$ cat config.mk
export PLATFORM = sky130hd
export DESIGN_NAME = comp_mac_nch
export DESIGN_NICKNAME = d
export VERILOG_FILES = /design/src/rtl/comp_mac_nch.sv
export SDC_FILE = /design/constraint.sdc
export NUM_CORES = 1
export LEC_CHECK = 0
export BUFFER_PORTS_ARGS = -buffer_cell sky130_fd_sc_hd__buf_4
export CORE_UTILIZATION = 50
export CTS_CLUSTER_DIAMETER = 40
export DETAILED_ROUTE_END_ITERATION = 12
export PLACE_DENSITY_LB_ADDON = 0.25
export SYNTH_ARGS = -nofsm -noshare
export SYNTH_HDL_FRONTEND = slang
export SYNTH_SLANG_ARGS = --single-unit
$ cat constraint.sdc
create_clock -name clk -period 4.85 [get_ports clk]
set_clock_uncertainty 0.05 [all_clocks]
set_input_delay 1.2125 -clock clk [delete_from_list [all_inputs] [get_ports clk]]
set_output_delay 1.2125 -clock clk [all_outputs]
set_load 0.01 [all_outputs]
$ cat src/rtl/comp_mac_nch.sv
// comp_mac_nch: multi-lane pipelined multiply / multiply-accumulate with sticky per-lane overflow
module comp_mac_nch #(
    parameter int p_size     = 12,
    parameter int p_channels = 2,
    parameter int p_pipe     = 2,
    parameter int p_acc_w    = 28,
    parameter int p_signed   = 0
) (
    input  logic                          clk,
    input  logic                          rst,
    input  logic                          ena,
    output logic                          i_ready,
    input  logic                          i_mode,
    input  logic                          i_clr,
    input  logic [p_channels*p_size-1:0]  i_param,
    input  logic [p_channels*p_size-1:0]  i_param_2,
    input  logic                          o_ready,
    output logic [p_channels*p_acc_w-1:0] o_param,
    output logic [p_channels-1:0]         o_ovf,
    output logic                          dv
);
    localparam int PW = 2 * p_size;
    localparam int DW = p_channels * PW + 3;

    logic                          w_stall;
    logic [DW-1:0]                 w_in;
    logic [DW-1:0]                 w_tail;
    logic [p_pipe-1:0][DW-1:0]     r_pipe;
    logic [p_channels*PW-1:0]      w_prod;
    logic [p_channels*p_acc_w-1:0] r_acc;
    logic [p_channels*p_acc_w-1:0] w_acc_nx;
    logic [p_channels*p_acc_w-1:0] w_out_nx;
    logic [p_channels-1:0]         w_ovf_nx;
    logic                          w_v;
    logic                          w_mode;
    logic                          w_clr;

    assign w_stall = dv & ~o_ready;
    assign i_ready = ~w_stall;
    assign w_in    = {ena, i_mode, i_clr, w_prod};
    assign w_tail  = r_pipe[p_pipe-1];
    assign w_v     = w_tail[DW-1];
    assign w_mode  = w_tail[DW-2];
    assign w_clr   = w_tail[DW-3];

    for (genvar k = 0; k < p_channels; k++) begin : g_lane
        logic [p_size-1:0]    w_a;
        logic [p_size-1:0]    w_b;
        logic signed [PW-1:0] w_ps;
        logic [PW-1:0]        w_pu;
        logic [PW-1:0]        w_p;
        logic [p_acc_w-1:0]   w_ext;
        logic [p_acc_w-1:0]   w_base;
        logic [p_acc_w:0]     w_sum;
        logic                 w_add_ovf;
        assign w_a  = i_param[k*p_size +: p_size];
        assign w_b  = i_param_2[k*p_size +: p_size];
        assign w_ps = $signed({{p_size{w_a[p_size-1]}}, w_a}) * $signed({{p_size{w_b[p_size-1]}}, w_b});
        assign w_pu = {{p_size{1'b0}}, w_a} * {{p_size{1'b0}}, w_b};
        assign w_prod[k*PW +: PW] = (p_signed != 0) ? w_ps : w_pu;
        // Product travels through the pipe; extension and accumulation happen at the output stage
        assign w_p    = w_tail[k*PW +: PW];
        assign w_ext  = (p_signed != 0) ? p_acc_w'($signed(w_p)) : p_acc_w'(w_p);
        assign w_base = w_clr ? '0 : r_acc[k*p_acc_w +: p_acc_w];
        assign w_sum  = {1'b0, w_base} + {1'b0, w_ext};
        assign w_add_ovf = (p_signed != 0)
            ? (w_base[p_acc_w-1] == w_ext[p_acc_w-1]) & (w_sum[p_acc_w-1] != w_base[p_acc_w-1])
            : w_sum[p_acc_w];
        assign w_ovf_nx[k] = (~w_clr & o_ovf[k]) | (w_mode & w_add_ovf);
        assign w_out_nx[k*p_acc_w +: p_acc_w] = w_mode ? w_sum[p_acc_w-1:0] : w_ext;
        assign w_acc_nx[k*p_acc_w +: p_acc_w] = w_mode ? w_sum[p_acc_w-1:0] : w_base;
    end

    always_ff @(posedge clk or negedge rst) begin
        if (!rst) begin
            r_pipe  <= '0;
            dv      <= 1'b0;
            o_param <= '0;
            o_ovf   <= '0;
            r_acc   <= '0;
        end else if (!w_stall) begin
            r_pipe[0] <= w_in;
            for (int j = 1; j < p_pipe; j++) r_pipe[j] <= r_pipe[j-1];
            dv <= w_v;
            if (w_v) begin
                o_param <= w_out_nx;
                o_ovf   <= w_ovf_nx;
                r_acc   <= w_acc_nx;
            end
        end
    end
endmodule

* Word-level counts from Yosys, hierarchy flattened
Index checks and enable logic that the tools add are counted.
** Storage, ports and cells
- Register bits after elaboration :: 217
- Latch bits :: 0
- RAM bits :: 0
- Bits in read-only memories :: 0
- Output and inout port bits :: 60
- Word-level logic and storage cells :: 27
- Memories :: 0
** Cells by class
- Add/subtract/negate cells :: 2
- Multipliers :: 2
- Div/mod/pow operators :: 0
- $lt $le $gt $ge :: 0
- Equal/unequal tests :: 0
- Shifts and indexed selects :: 0
- Multiplexer cells :: 6
- Bitwise operators :: 10
- Reduce and logical (&&, ||, !) cells :: 1
** Operators with widths (number)
- $mux 28 :: 6
- $add 28x24->29 :: 2
- $mul 12x12->24 :: 2
- $and 1x1->1 :: 5
- $not 1->1 :: 3
- $or 1x1->1 :: 2
- $reduce_and 2->1 :: 1

* Longest topological paths before layout
Gate-level depths: netlist of the first run.
- Depth after elaboration :: 4
- Depth in mapped cells :: 22
- Mapped depth without buffers :: 21

* Worst setup path after synthesis of the first run
No wires, ideal clock.
- Path type :: input to register
- From :: input i_param_2[18]
- To :: register r_pipe[45] in the netlist's numbering
- Arrival time :: 5.942 ns
- Data required time :: 4.705 ns
- Setup slack :: -1.238 ns
- Stages on the path :: 20
- Cell sequence :: clkbuf_1 -> and2_1 -> fa_1 -> inv_1 -> fa_1 -> inv_1 -> fa_1 -> fa_1 -> inv_1 -> fa_1 -> inv_1 -> ha_1 -> and2_1 -> o21ai_0 -> o21ai_2 -> o211a_1 -> o21a_1 -> o311a_1 -> o21a_1 -> o31ai_1
** Between the ends
- Longest elaborated chain between the ends :: 1
** Ends and longest elaborated chain
- from (decl) :: RTL line 16 : input logic [p_channels*p_size-1:0] i_param_2,
- $mul 12x12->24 :: RTL line 59 : assign w_pu = {{p_size{1'b0}}, w_a} * {{p_size{1'b0}}, w_b};
- to (decl) :: RTL line 28 : logic [p_pipe-1:0][DW-1:0] r_pipe;
No other way between the ends.
A chain may end at the register's enable or synchronous reset.

* Worst setup path in the final report of the first run
- From :: input i_param[16]
- To :: register r_pipe[45] in the netlist's numbering
** Between the ends
- Longest elaborated chain between the ends :: 1
** Ends and longest elaborated chain
- from (decl) :: RTL line 15 : input logic [p_channels*p_size-1:0] i_param,
- $mul 12x12->24 :: RTL line 59
No other way between the ends.

==> results of run 1 <==
## metal layers
| metal | vias up | track usage [%] | part of all wire [%] |
|---|---|---|---|
| li1 | 7932 | - | - |
| met1 | 7914 | 34.91 | 49 |
| met2 | 301 | 38.52 | 47 |
| met3 | 37 | 1.563 | 3.4 |
| met4 | 0 | 4.771 | 1.2 |
| met5 | - | 0 | 0 |
## sequential cells by signal, summed over array words and instances (netlist names)
register  count
r_acc        56
o_ovf         2
o_param      56
w_tail       51
r_pipe       51
dv            1
## synthesized netlist by cell type (all sizes together), types with 3 or more instances
cell	n
nand2b	17
mux2i	29
o21ai	117
a211o	5
a31o	5
a22o	23
dfrtp	217
nand4	10
xnor2	41
o31ai	6
and3	9
nor3	13
ha	172
a21o	50
nand3	19
and4	3
nand2	510
nor2	61
a31oi	11
xor2	38
clkbuf	110
inv	281
or3	4
fa	202
o21bai	5
and2	121
nor3b	25
a211oi	9
a21oi	97
nand3b	5
o21a	10
nor2b	62
buf	6
a221o	3
o211ai	5
a311oi	3
## cells in the final DEF, fill, tap and decap left out, types with 16 or more instances in the layout
cell and instances:
sky130_fd_sc_hd__ha_1 150, sky130_fd_sc_hd__xnor2_1 36, sky130_fd_sc_hd__mux2i_1 29, sky130_fd_sc_hd__dfrtp_1 215
sky130_fd_sc_hd__nand2_1 494, sky130_fd_sc_hd__a22o_1 23, sky130_fd_sc_hd__fa_1 182, sky130_fd_sc_hd__and2_1 98
sky130_fd_sc_hd__buf_6 40, sky130_fd_sc_hd__nand3_1 16, sky130_fd_sc_hd__nand2b_1 17, sky130_fd_sc_hd__buf_4 259
sky130_fd_sc_hd__inv_1 265, sky130_fd_sc_hd__a21o_1 50, sky130_fd_sc_hd__xor2_1 35, sky130_fd_sc_hd__clkbuf_16 24
sky130_fd_sc_hd__and2_4 22, sky130_fd_sc_hd__a21oi_1 87, sky130_fd_sc_hd__ha_4 19, sky130_fd_sc_hd__fa_2 20
sky130_fd_sc_hd__o21ai_0 98, sky130_fd_sc_hd__nor2_1 54, sky130_fd_sc_hd__nor2b_1 61, sky130_fd_sc_hd__nor3b_1 25
## metrics by stage
stage	util (%)	area (sq um)
finish	62.19	24880
global route	62.19	24880
CTS	61.36	24550
detailed placement	58.18	23280
global placement	58.18	23280
floorplan	-	20950
## timing repair
action / 4_1_cts / 5_1_grt
endpoints found under the hold margin: 0 / 0
resized for setup: 108 / 69
pin swaps: 73 / 90
endpoints found under the setup margin: 22 / 27
cloned: 0 / 0
buffers inserted: 11 / 7
## worst max-delay path, stage by stage
cell	delay [ns]
sky130_fd_sc_hd__buf_8	0.10
sky130_fd_sc_hd__buf_6	0.11
sky130_fd_sc_hd__and2_4	0.13
sky130_fd_sc_hd__fa_1	0.49
sky130_fd_sc_hd__fa_1	0.58
sky130_fd_sc_hd__fa_1	0.43
sky130_fd_sc_hd__fa_1	0.50
sky130_fd_sc_hd__inv_1	0.05
sky130_fd_sc_hd__fa_1	0.48
sky130_fd_sc_hd__inv_1	0.05
sky130_fd_sc_hd__ha_2	0.17
sky130_fd_sc_hd__or3_4	0.37
sky130_fd_sc_hd__o211a_1	0.25
sky130_fd_sc_hd__o21a_1	0.20
sky130_fd_sc_hd__o311a_1	0.31
sky130_fd_sc_hd__o21a_1	0.18
sky130_fd_sc_hd__o31ai_2	0.20
## cells by family after synthesis
family | count (synthesis) | synth area share, %
adder cells (fa/ha/maj) | 374 | 30.28
flip-flops | 217 | 26.53
buffers and inverters | 397 | 7.282
AND/OR/NAND/NOR | 865 | 19.52
XOR/XNOR | 79 | 3.381
AO/OA/AOI/OAI | 371 | 11.53
multiplexers | 30 | 1.473
## layout make-up
class / instances / area share [%]
inverter: 281 / 4.250
tap: 525 / 2.640
multi-input combinational: 1719 / 57.52
timing repair buffer: 312 / 10.49
clock buffer: 30 / 2.585
clock inverter: 12 / 0.6789
sequential: 217 / 21.84
## power groups by stage
| stage | Clock [mW] | Sequential (mW) | Combinational [mW] |
|---|---|---|---|
| 4_1_cts | 1.90 | 3.23 | 11.9 |
| 2_1_floorplan | 0 | 3.10 | 7.52 |
| 3_5_place_dp | 0 | 3.25 | 10.9 |
| 3_3_place_gp | 0 | 3.22 | 10.6 |
| 6_report | 1.86 | 3.23 | 12.5 |
| 5_1_grt | 1.97 | 3.33 | 14.0 |
## worst max-delay path by stage
stage	cells after the start	to	from
floorplan	20	r_pipe[45]	i_param_2[18]
global placement	20	r_pipe[45]	i_param_2[18]
detailed placement	17	r_pipe[45]	i_param_2[18]
CTS	17	r_pipe[45]	i_param[16]
global route	17	r_pipe[45]	i_param[16]
finish	17	r_pipe[45]	i_param[16]
==> flow_results.org, run 1 <==
** Status
- The run finished, with violations left.
- Failing checks :: setup timing

** Synthesis
- Largest area contributor in the synthesized netlist :: sky130_fd_sc_hd__dfrtp_1
- Sequential element share of the synthesized area :: 26.53%
- Commonest register cell after synthesis :: sky130_fd_sc_hd__dfrtp_1
- Number of nets in the synthesized netlist :: 2,761
- Number of library cell types mapped by synthesis :: 62
- During synthesis, Yosys emitted a total of 0 warnings.
- Share of async-settable or async-resettable flops after synthesis :: 100.0%
- Yosys reg bits :: 217
- Netlist Area Pre-Place :: 20,460 sq um
- Synth Area per Inst :: 8.772 sq um
- Area share of the largest cell type after synthesis :: 26.53%
- Yosys mapped a number of flops with a built-in enable equal to 0.
- In the post-synthesis netlist, the biggest area contributors are sky130_fd_sc_hd__dfrtp_1 27%, sky130_fd_sc_hd__fa_1 20%, sky130_fd_sc_hd__ha_1 11%, sky130_fd_sc_hd__nand2_1 9.4%, sky130_fd_sc_hd__inv_1 5.1%.
- Synthesis produced 2,333 cells.

** Hold path
- In this run the worst hold path is classified as flop to flop.
- Origin of the worst min-delay path :: r_pipe[23]
- The path with the worst hold slack has its endpoint at w_tail[23].
- The worst hold path was traced through 2 stages.

** Die
- The die covers 41,740 sq um.
- Number of placement rows :: 73
- Horizontal die dimension :: 204.3 microns
- Once the floorplan was initialized, standard cells occupied 51.15% of the core.
- The die is 204.3 microns tall.
- The total area inside the core boundary comes to 40,010 sq um.
- Number of placed I/O pins :: 114

** GRT
- Wire length of the first global-routing pass :: 81,650 microns
- The via count of the first global-routing pass was 16,711.
- Overall Global Routing Usage :: 23.70%
- Number of antenna violations at the first check in global routing :: 0
- Entering global routing, the biggest net connects 110 pins.
- Grt total ovfl :: 0

** Pwr
- Fraction of power consumed by the clock network :: 10.5%
- Portion of total power attributed to combinational logic :: 71.1%
- Net load switching power :: 7.656 mW
- Sequential cell fraction of total power :: 18.4%
- Net switching is 43.47% of the power.
- Highest ir drop seen on vdd :: 602.7 uV
- Total power divided by cell area :: 707.9 nW/um^2
- The internal power of the cells totals 9.956 mW.
- Post-layout power :: 17.61 mW
- Pleak :: 12.89 nW

** Placement
- Port buffering added 113 buffers.
- The HPWL after detailed placement is 37,170 microns.
- The number of placed instances, taps included, is 3,039.
- Placement-stage worst setup slack :: -1.175 ns
- The congestion estimate from routability-driven global placement came to 0.9123.

** Routing
- In the routed layout, each cell is associated on average with a via count of 5.227.
- Vias :: 16,184
- Before antenna repair, the detailed router went through 5 iterations.
- After detailed routing, the total wire length is 47,970 microns.
- The detailed router finished its first iteration with 777 violations.
- Residual DRC :: 0
- Final ANT Viol Nets :: 0
- Dividing the detail-routed wire length by the instance count gives 15.49 microns.

** Setup path
- Crit Path Category :: input port to flop
- The worst register-to-register path begins at w_tail[48].
- Sort of element at the start of the critical path :: input port
- Crit Path Max Fanout :: 4
- The worst register-to-register path ends at o_param[53].
- For the worst setup path, the data arrival time is 5.82 ns.
- For the worst setup path, the data required time is 5.25 ns.
- STA classifies the critical path endpoint as a flop.
- R2R depth :: 12
- Setup slack, reg-to-reg :: 0.95 ns

** Timing
- On the final layout, the worst hold slack is 0.4116 ns.
- For this run, the top clock speed supported by timing is 0.1845 GHz.
- Measured against its own limit, the worst slew margin works out to 39.35%.
- The final hold violation count was 0.
- At the pin with the least slew margin, the transition time is 0.9098 ns.
- RSZ-0062 raised after global routing :: true
- The max-slew violation count was 0.
- Worst setup margin :: -0.5694 ns
- Setup total negative slack on the finished layout was measured at -6.221 ns.
- Number of failing setup endpoints in the final timing report :: 23
- Counting I/O delays and the setup requirement, the final critical path takes 5.419 ns.
- Of the available clock period, the critical path in the final layout requires 111.7%.

** CTS
- In this run the clock root is driven by a sky130_fd_sc_hd__clkbuf_16.
- Maximum clock path buffer count :: 3
- The later pin in the worst-skew pair is clocked with a latency of 0.54 ns.
- Number of buffers created by CTS :: 24
- CTS built an H-tree with a depth of 1.
- Number of clock sinks :: 217
- Clock tree from TritonCTS :: built
- Clock-pin slew was measured on the worst setup and hold paths at 0.06 ns.
- The number of hold buffers added after CTS was 0.

** Layout
- Multi-input gate area in the final layout :: 14,310 sq um
- For this run, the number of standard cells in the final layout without fillers is 3,096.
- The filler cells instantiated in the layout total 3,406.
- Antenna diode count :: 0
- Final net count :: 2,983
- From synthesis to final layout, the design area changed by 21.57%.
- Across the whole layout, storage elements account for 5433 sq um.
- The post-route netlist has 20.11% of its cells at a drive strength greater than 1.

** Flow run
- Max_cap viols :: 0
Note: power is estimated with default switching activity, not from simulation.
==> run 2: changes to the inputs <==
- CORE_UTILIZATION: 50 -> 45
==> flow_results.org, run 2 (synthesized netlist as in run 1, its figures left out) <==
** Status
- Status :: finished with violations (unchanged)
- Failing checks: setup timing (unchanged).

** Pwr
- The largest voltage drop on the vdd net was 472.7 uV (was 602.7 uV).
- Pleak :: 12.99 nW (was 12.89 nW)
- The total power per unit cell area was 702.2 nW/um^2 (was 707.9 nW/um^2).

** Hold path
- The path class of the lowest-slack min-delay path is flop to flop (unchanged).

** Timing
- The pin slew with the least headroom to its limit was 1.004 ns (was 0.9098 ns).
- The max-slew violation count came to 0 (unchanged).
- The achievable clock frequency was 0.1842 GHz (was 0.1845 GHz).
- Post-route fraction of the period consumed by the critical path :: 111.9% (was 111.7%)
- The final-report setup violation count was 21 (was 23).
- Final Hold Violating Endpoints :: 0 (unchanged)
- Relative max-transition margin :: 33.09% (was 39.35%)
- The setup slack of the critical path after layout came to -0.5785 ns (was -0.5694 ns).
- The final critical path time including I/O delays and setup came to 5.429 ns (was 5.419 ns).
- RSZ-0062 raised after global routing: true (unchanged).
- Min Hold Slack :: 0.4151 ns (was 0.4116 ns)

** Layout
- The number of nets in the layout came to 2,991 (was 2,983).
- Filler cell count :: 4,044 (was 3,406)
- Antenna diode count :: 0 (unchanged)
- The final core utilization came to 56.46% (was 62.19%).
- Most frequent cells in the layout :: 493 x sky130_fd_sc_hd__nand2_1, 271 x sky130_fd_sc_hd__buf_4, 261 x sky130_fd_sc_hd__inv_1, 215 x sky130_fd_sc_hd__dfrtp_1, 182 x sky130_fd_sc_hd__fa_1 (was 494 x sky130_fd_sc_hd__nand2_1, 265 x sky130_fd_sc_hd__inv_1, 259 x sky130_fd_sc_hd__buf_4, 215 x sky130_fd_sc_hd__dfrtp_1, 182 x sky130_fd_sc_hd__fa_1)
- Biggest regs :: o_param (56), r_acc (56) (unchanged)
- Share of cells above drive strength 1 :: 20.57% (was 20.11%)
- Area added between synthesis and finish :: 22.81% (was 21.57%)
- Commonest non-fill, non-tap cell in the layout :: sky130_fd_sc_hd__nand2_1 (unchanged)

** Setup path
- Critical path cell sequence: buf_8, and2_4, fa_1, inv_2, fa_1, inv_1, fa_1, fa_1, inv_2, fa_1, inv_2, ha_4, and2_4, o21ai_2, o21ai_2, o211a_1, o21a_1, o311a_1, o21a_1, o31ai_1 (was buf_8, buf_6, and2_4, fa_1, fa_1, fa_1, fa_1, inv_1, fa_1, inv_1, ha_2, or3_4, o211a_1, o21a_1, o311a_1, o21a_1, o31ai_2).
- Crit Path Max Fanout :: 3 (was 4)
- The endpoint class of the critical path is a flop (unchanged).
- The required time at the worst-slack endpoint was 5.24 ns (was 5.25 ns).
- Cell repeated most along the worst path :: sky130_fd_sc_hd__fa_1 (unchanged)
- The slowest library cell on the worst path is sky130_fd_sc_hd__fa_1 (unchanged).
- The peak per-stage delay on the critical path was 0.54 ns (was 0.58 ns).
- Crit Path Category :: input port to flop (unchanged)
- The arrival time at the worst endpoint was 5.82 ns (about the same).
- Sort of element at the start of the critical path :: input port (unchanged)

** Flow run
- The number of max-capacitance violations reported is 0 (unchanged).

** CTS
- Clock tree from TritonCTS :: built (unchanged)
- The post-cts hold buffer count was 0 (unchanged).
- The root buffer selected by CTS is sky130_fd_sc_hd__clkbuf_16 (unchanged).
- The clock network latency to the later pin of the worst-skew pair came to 0.53 ns (was 0.54 ns).
- H-tree levels :: 1 (unchanged)
- Number of buffers created by CTS :: 26 (was 24)
- The clock sink count is 217 (unchanged).
- Clock input transition at the sequential cells of the worst setup and hold paths :: 0.06 ns (about the same)
- The maximum buffer depth of the clock tree is 3 (unchanged).

** Die
- Vertical die dimension :: 215.3 microns (was 204.3 microns)
- Placeable core region :: 44,510 sq um (was 40,010 sq um)
- The die outline area was 46,330 sq um (was 41,740 sq um).
- The initial core utilization is 45.98% (was 51.15%).
- The number of standard-cell rows in the floorplan came to 77 (was 73).
- Number of placed I/O pins :: 114 (unchanged)
- Horizontal die dimension :: 215.3 microns (was 204.3 microns)

** Routing
- Final ANT Viol Nets :: 0 (unchanged)
- The final routed wire length divided by cell count is 15.25 microns (was 15.49 microns).
- The post-detailed-route via-to-cell ratio was 5.102 (was 5.227).
- The post-detailed-route DRC marker count was 0 (unchanged).
- The number of DRC markers after the initial detailed-route iteration was 957 (was 777).
- The final routed wirelength across all metal layers is 48,390 microns (was 47,970 microns).
- The length of the first detailed-routing pass in iterations was 5 (unchanged).
- Vias :: 16,194 (was 16,184)

** GRT
- Overall Global Routing Usage :: 21.44% (was 23.70%)
- The maximum number of pins on one net before global-route repair came to 132 (was 110).
- The leftover overflow at the end of global routing was 0 (unchanged).
- Wire length of the first global-routing pass :: 83,190 microns (was 81,650 microns)
- Via count of the first global-routing pass :: 16,674 (was 16,711)
- The initial antenna violation count is 0 (unchanged).

** Placement
- Total of buffers placed on input and output ports :: 113 (unchanged)
- The routability-driven placement congestion ratio is 0.8827 (was 0.9123).
- Placement-stage worst setup slack :: -1.193 ns (was -1.175 ns)
- The post-detailed-placement half-perimeter wirelength is 37,440 microns (was 37,170 microns).
[run 2: final timing paths]
kind / slack, ns / endpoint / start / depth (start not counted)
min reg2reg: 0.42 / r_acc[45] / r_acc[45] / 2
max: -0.58 / r_pipe[45] / i_param[17] / 20
max reg2reg: 0.96 / o_param[26] / w_tail[48] / 13
min: 0.42 / r_acc[45] / r_acc[45] / 2
min in group asynchronous: 0.72 / o_param[4] / rst / 1
max in group asynchronous: 3.02 / o_param[35] / rst / 2
[run 2: stage by stage]
step / power, mW / TNS (ns) / cell area, sq um / cells
final: 17.65 / -5.340 / 25130 / 3174
after global routing: 19.33 / -9.135 / 25130 / 3174
after CTS: 17.37 / -5.064 / 24960 / 3168
after detailed placement: 14.17 / -23.10 / 23310 / 3104
after global placement: 13.94 / -21.86 / 23310 / 3104
after floorplan: 10.61 / -13.14 / 20950 / 2333
[run 2: what timing repair did]
action | in CTS | in global routing
gates resized for setup | 140 | 39
buffers inserted | 20 | 7
setup endpoints to repair | 21 | 26
pin swaps | 93 | 37
[run 2: where the power goes]
group	switching, mW	internal, mW
registers	0.582	2.63
clock network	0.816	1.37
logic	6.15	6.10
[run 2: final cells by class]
type	count	area [sq um]	share of cell area [%]
Sequential cell	217	5433	21.62
Tap cell	592	740.7	2.947
Timing Repair Buffer	318	2654	10.56
Clock inverter	16	279.0	1.110
Inverter	281	1057	4.207
Multi-Input combinational cell	1719	14270	56.77
Clock buffer	31	700.7	2.788
[run 2: critical path, delay by kind of cell]
family	cells	cell delay, ns
fa+ha+maj	6	2.71
compound gates	7	1.34
simple gates	2	0.28
buf+inv	5	0.27
[run 2: per-layer routing]
layer | up-vias | GRT usage, % | share of wire [%]
met3 | 43 | 1.911 | 3.7
met4 | 0 | 4.421 | 1.4
met2 | 283 | 34.60 | 45
met1 | 7908 | 31.40 | 50
li1 | 7960 | - | -
met5 | - | 0 | 0
==> run 3: changes to the inputs <==
- PLACE_DENSITY_LB_ADDON: 0.25 -> 0.3
==> flow_results.org, run 3 (synthesized netlist as in run 1, its figures left out) <==
** Timing
- Final Hold Violating Endpoints :: 0 (unchanged)
- The final-report setup violation count came to 23 (was 21).
- The sum of negative setup slack was -5.658 ns (was -5.340 ns).
- The worst relative slew slack is 36.16% (was 33.09%).
- Worst-margin pin slew :: 0.9576 ns (was 1.004 ns)
- Final worst path period need :: 5.383 ns (was 5.429 ns)
- Worst setup margin :: -0.5329 ns (was -0.5785 ns)
- Max Clk Rate :: 0.1858 GHz (was 0.1842 GHz)
- Min Hold Slack :: 0.4104 ns (was 0.4151 ns)
- RSZ-0062 raised after global routing: true (unchanged).
- The max-slew violation count came to 0 (unchanged).
- The part of the cycle the worst path needs was 111.0% (was 111.9%).

** Hold path
- The worst hold endpoint was r_acc[21] (was r_acc[45]).
- Origin of the worst min-delay path :: r_acc[21] (was r_acc[45])
- Worst hold path cell count :: 2 (unchanged)
- Hold WC Path Type :: flop to flop (unchanged)

** Layout
- Share of cells above drive strength 1 :: 19.30% (was 20.57%)
- The relative area change from synthesis to final layout is 21.31% (was 22.81%).
- Design area :: 24,830 sq um (was 25,130 sq um)
- Biggest regs: o_param (56), r_acc (56) (unchanged).
- Final net count :: 2,983 (was 2,991)
- Antenna diode count :: 0 (unchanged)
- Post-route non-filler standard cell count :: 3,167 (was 3,174)
- Commonest non-fill, non-tap cell in the layout :: sky130_fd_sc_hd__nand2_1 (unchanged)
- The count of filler cells inserted in the layout came to 4,075 (was 4,044).
- Most frequent cells in the layout :: 495 x sky130_fd_sc_hd__nand2_1, 267 x sky130_fd_sc_hd__inv_1, 264 x sky130_fd_sc_hd__buf_4, 215 x sky130_fd_sc_hd__dfrtp_1, 189 x sky130_fd_sc_hd__fa_1 (was 493 x sky130_fd_sc_hd__nand2_1, 271 x sky130_fd_sc_hd__buf_4, 261 x sky130_fd_sc_hd__inv_1, 215 x sky130_fd_sc_hd__dfrtp_1, 182 x sky130_fd_sc_hd__fa_1)

** Pwr
- The total power per unit cell area is 701.2 nW/um^2 (was 702.2 nW/um^2).
- Pleak :: 12.89 nW (was 12.99 nW)
- The proportion of power drawn by combinational gates came to 70.2% (was 69.4%).
- Fraction of power consumed by the clock network :: 11.1% (was 12.4%)
- The part of the total power dissipated in sequential elements is 18.6% (was 18.2%).
- Net load switching power :: 7.594 mW (was 7.546 mW)
- Cell-internal power :: 9.813 mW (was 10.10 mW)
- The switching power share of the total was 43.63% (was 42.76%).
- Post-layout power :: 17.41 mW (was 17.65 mW)
- The largest voltage drop on the vdd net is 569.9 uV (was 472.7 uV).

** Die
- The core area was 44,510 sq um (unchanged).
- The die outline area is 46,330 sq um (unchanged).
- Vertical die dimension :: 215.3 microns (unchanged)
- Effective utilization at floorplan :: 45.98% (unchanged)
- Number of placed I/O pins :: 114 (unchanged)
- Horizontal die dimension :: 215.3 microns (unchanged)
- The number of standard-cell rows in the floorplan is 77 (unchanged).

** Status
- Status: finished with violations (unchanged).
- Failing checks: setup timing (unchanged).

** Setup path
- The kind of launch point of the worst setup path was an input port (unchanged).
- The endpoint class of the critical path was a flop (unchanged).
- The depth of the most critical reg-to-reg path is 13 (unchanged).
- The startpoint-to-endpoint class of the critical path is input port to flop (unchanged).
- Data required time at the worst endpoint :: 5.24 ns (about the same)
- Reg-to-reg critical path endpoint :: o_param[26] (unchanged)
- The worst flop-to-flop path startpoint is w_tail[48] (unchanged).
- Data arrival time of the worst path :: 5.78 ns (was 5.82 ns)
- Crit Path Max Fanout :: 7 (was 3)
- Setup slack, reg-to-reg :: 0.97 ns (was 0.96 ns)

** GRT
- The fraction of met1 tracks used by global routing is 30.85% (was 31.40%).
- The maximum number of pins on one net before global-route repair is 107 (was 132).
- The via count of the first global-routing pass was 16,794 (was 16,674).
- Wire length of the first global-routing pass :: 82,570 microns (was 83,190 microns)
- The layer carrying the most global-route usage was met2 (unchanged).
- The met3 routing resource usage after global routing is 1.557% (was 1.911%).
- Number of antenna violations at the first check in global routing :: 0 (unchanged)
- Overall Global Routing Usage :: 21.26% (was 21.44%)
- Met2 track demand over resource in global routing :: 34.91% (was 34.60%)
- Grt total ovfl :: 0 (unchanged)

** CTS
- The clock network latency to the later pin of the worst-skew pair is 0.54 ns (was 0.53 ns).
- The root buffer selected by CTS is sky130_fd_sc_hd__clkbuf_16 (unchanged).
- The post-cts hold buffer count is 0 (unchanged).
- Number of clock sinks :: 217 (unchanged)
- Clock tree from TritonCTS :: built (unchanged)
- Maximum clock path buffer count :: 3 (unchanged)
- The number of H-tree levels came to 1 (unchanged).
- The clock-pin slew on the worst setup and hold paths was 0.06 ns (about the same).
- The number of buffers created by CTS is 27 (was 26).

** Flow run
- The number of max-capacitance violations reported came to 0 (unchanged).

** Placement
- Area after detailed placement :: 23,290 sq um (was 23,310 sq um)
- The routability-driven placement congestion ratio came to 0.9228 (was 0.8827).
- The instance count after placement with tap cells included came to 3,100 (was 3,104).
- Total of buffers placed on input and output ports :: 113 (unchanged)
- The post-detailed-placement half-perimeter wirelength is 37,670 microns (was 37,440 microns).

** Routing
- First-pass iteration count of the detailed router :: 5 (unchanged)
- The post-detailed-route via-to-cell ratio was 5.112 (was 5.102).
- Starting DRC count in detailed routing :: 985 (was 957)
- Avg WL per Cell :: 15.14 microns (was 15.25 microns)
- The final routed wirelength across all metal layers is 47,960 microns (was 48,390 microns).
- Residual DRC :: 0 (unchanged)
- The number of nets still failing antenna checks after routing was 0 (unchanged).
- The via total after detailed routing is 16,191 (was 16,194).
## run 3: cell count changes in the layout (fill, tap and decap cells not counted), sizes merged
cell / change
clkbuf: +1
inv: +5
bufinv: -6
buf: -9
clkinv: +2
## run 3: layout make-up
class	instances	area (sq um)	share of cell area, %
Sequential cell	217	5433	21.88
Tap cell	592	740.7	2.984
Timing Repair Buffer	309	2552	10.28
Clock buffer	32	714.4	2.878
Clock inverter	17	155.1	0.6249
Multi-Input combinational cell	1719	14170	57.09
Inverter	281	1057	4.259
## run 3: metal layers
layer	share of wire (%)	vias to the layer above
li1	-	7935
met1	49	7916
met2	46	288
met3	3.2	52
met4	1.4	0
met5	0	-
## run 3: power by group through the flow
stage / logic (mW) / registers [mW] / clock network (mW)
after floorplan: 7.52 / 3.10 / 0
after global placement: 10.6 / 3.23 / 0
after detailed placement: 10.9 / 3.26 / 0
after CTS: 12.0 / 3.24 / 1.98
after global routing: 13.7 / 3.35 / 2.05
final: 12.2 / 3.25 / 1.93
## run 3: per-stage QoR
step	utilization, %	setup slack [ns]
floorplan	-	-0.9864
global placement	52.33	-1.123
detailed placement	52.33	-1.181
CTS	55.41	-0.5436
global route	55.78	-0.6938
finish	55.78	-0.5329
## run 3: worst max-delay path: stages
cell and delay (ns):
sky130_fd_sc_hd__buf_4 0.13, sky130_fd_sc_hd__buf_8 0.13, sky130_fd_sc_hd__and2_4 0.13, sky130_fd_sc_hd__fa_1 0.56, sky130_fd_sc_hd__fa_1 0.44, sky130_fd_sc_hd__fa_1 0.50
sky130_fd_sc_hd__fa_1 0.50, sky130_fd_sc_hd__inv_1 0.05, sky130_fd_sc_hd__fa_1 0.49, sky130_fd_sc_hd__inv_2 0.05, sky130_fd_sc_hd__ha_4 0.15, sky130_fd_sc_hd__or3_1 0.38
sky130_fd_sc_hd__o211a_1 0.22, sky130_fd_sc_hd__o21a_1 0.19, sky130_fd_sc_hd__o311a_1 0.31, sky130_fd_sc_hd__o21a_1 0.18, sky130_fd_sc_hd__o31ai_1 0.17
## run 3: worst max path at each step
stage	depth (start not counted)	to	slack (ns)	start
global route	20	r_pipe[45]	-0.69	i_param_2[18]
CTS	20	r_pipe[45]	-0.54	i_param_2[18]
floorplan	20	r_pipe[45]	-0.99	i_param_2[18]
finish	17	r_pipe[45]	-0.53	i_param_2[20]
global placement	20	r_pipe[45]	-1.12	i_param_2[18]
detailed placement	17	r_pipe[45]	-1.18	i_param_2[18]
## run 3: timing repair
action,4_1_cts,5_1_grt
gates resized for setup,104,44
endpoints found under the setup margin,21,26
setup buffers,15,6
gates cloned,0,0
pin swaps,84,42
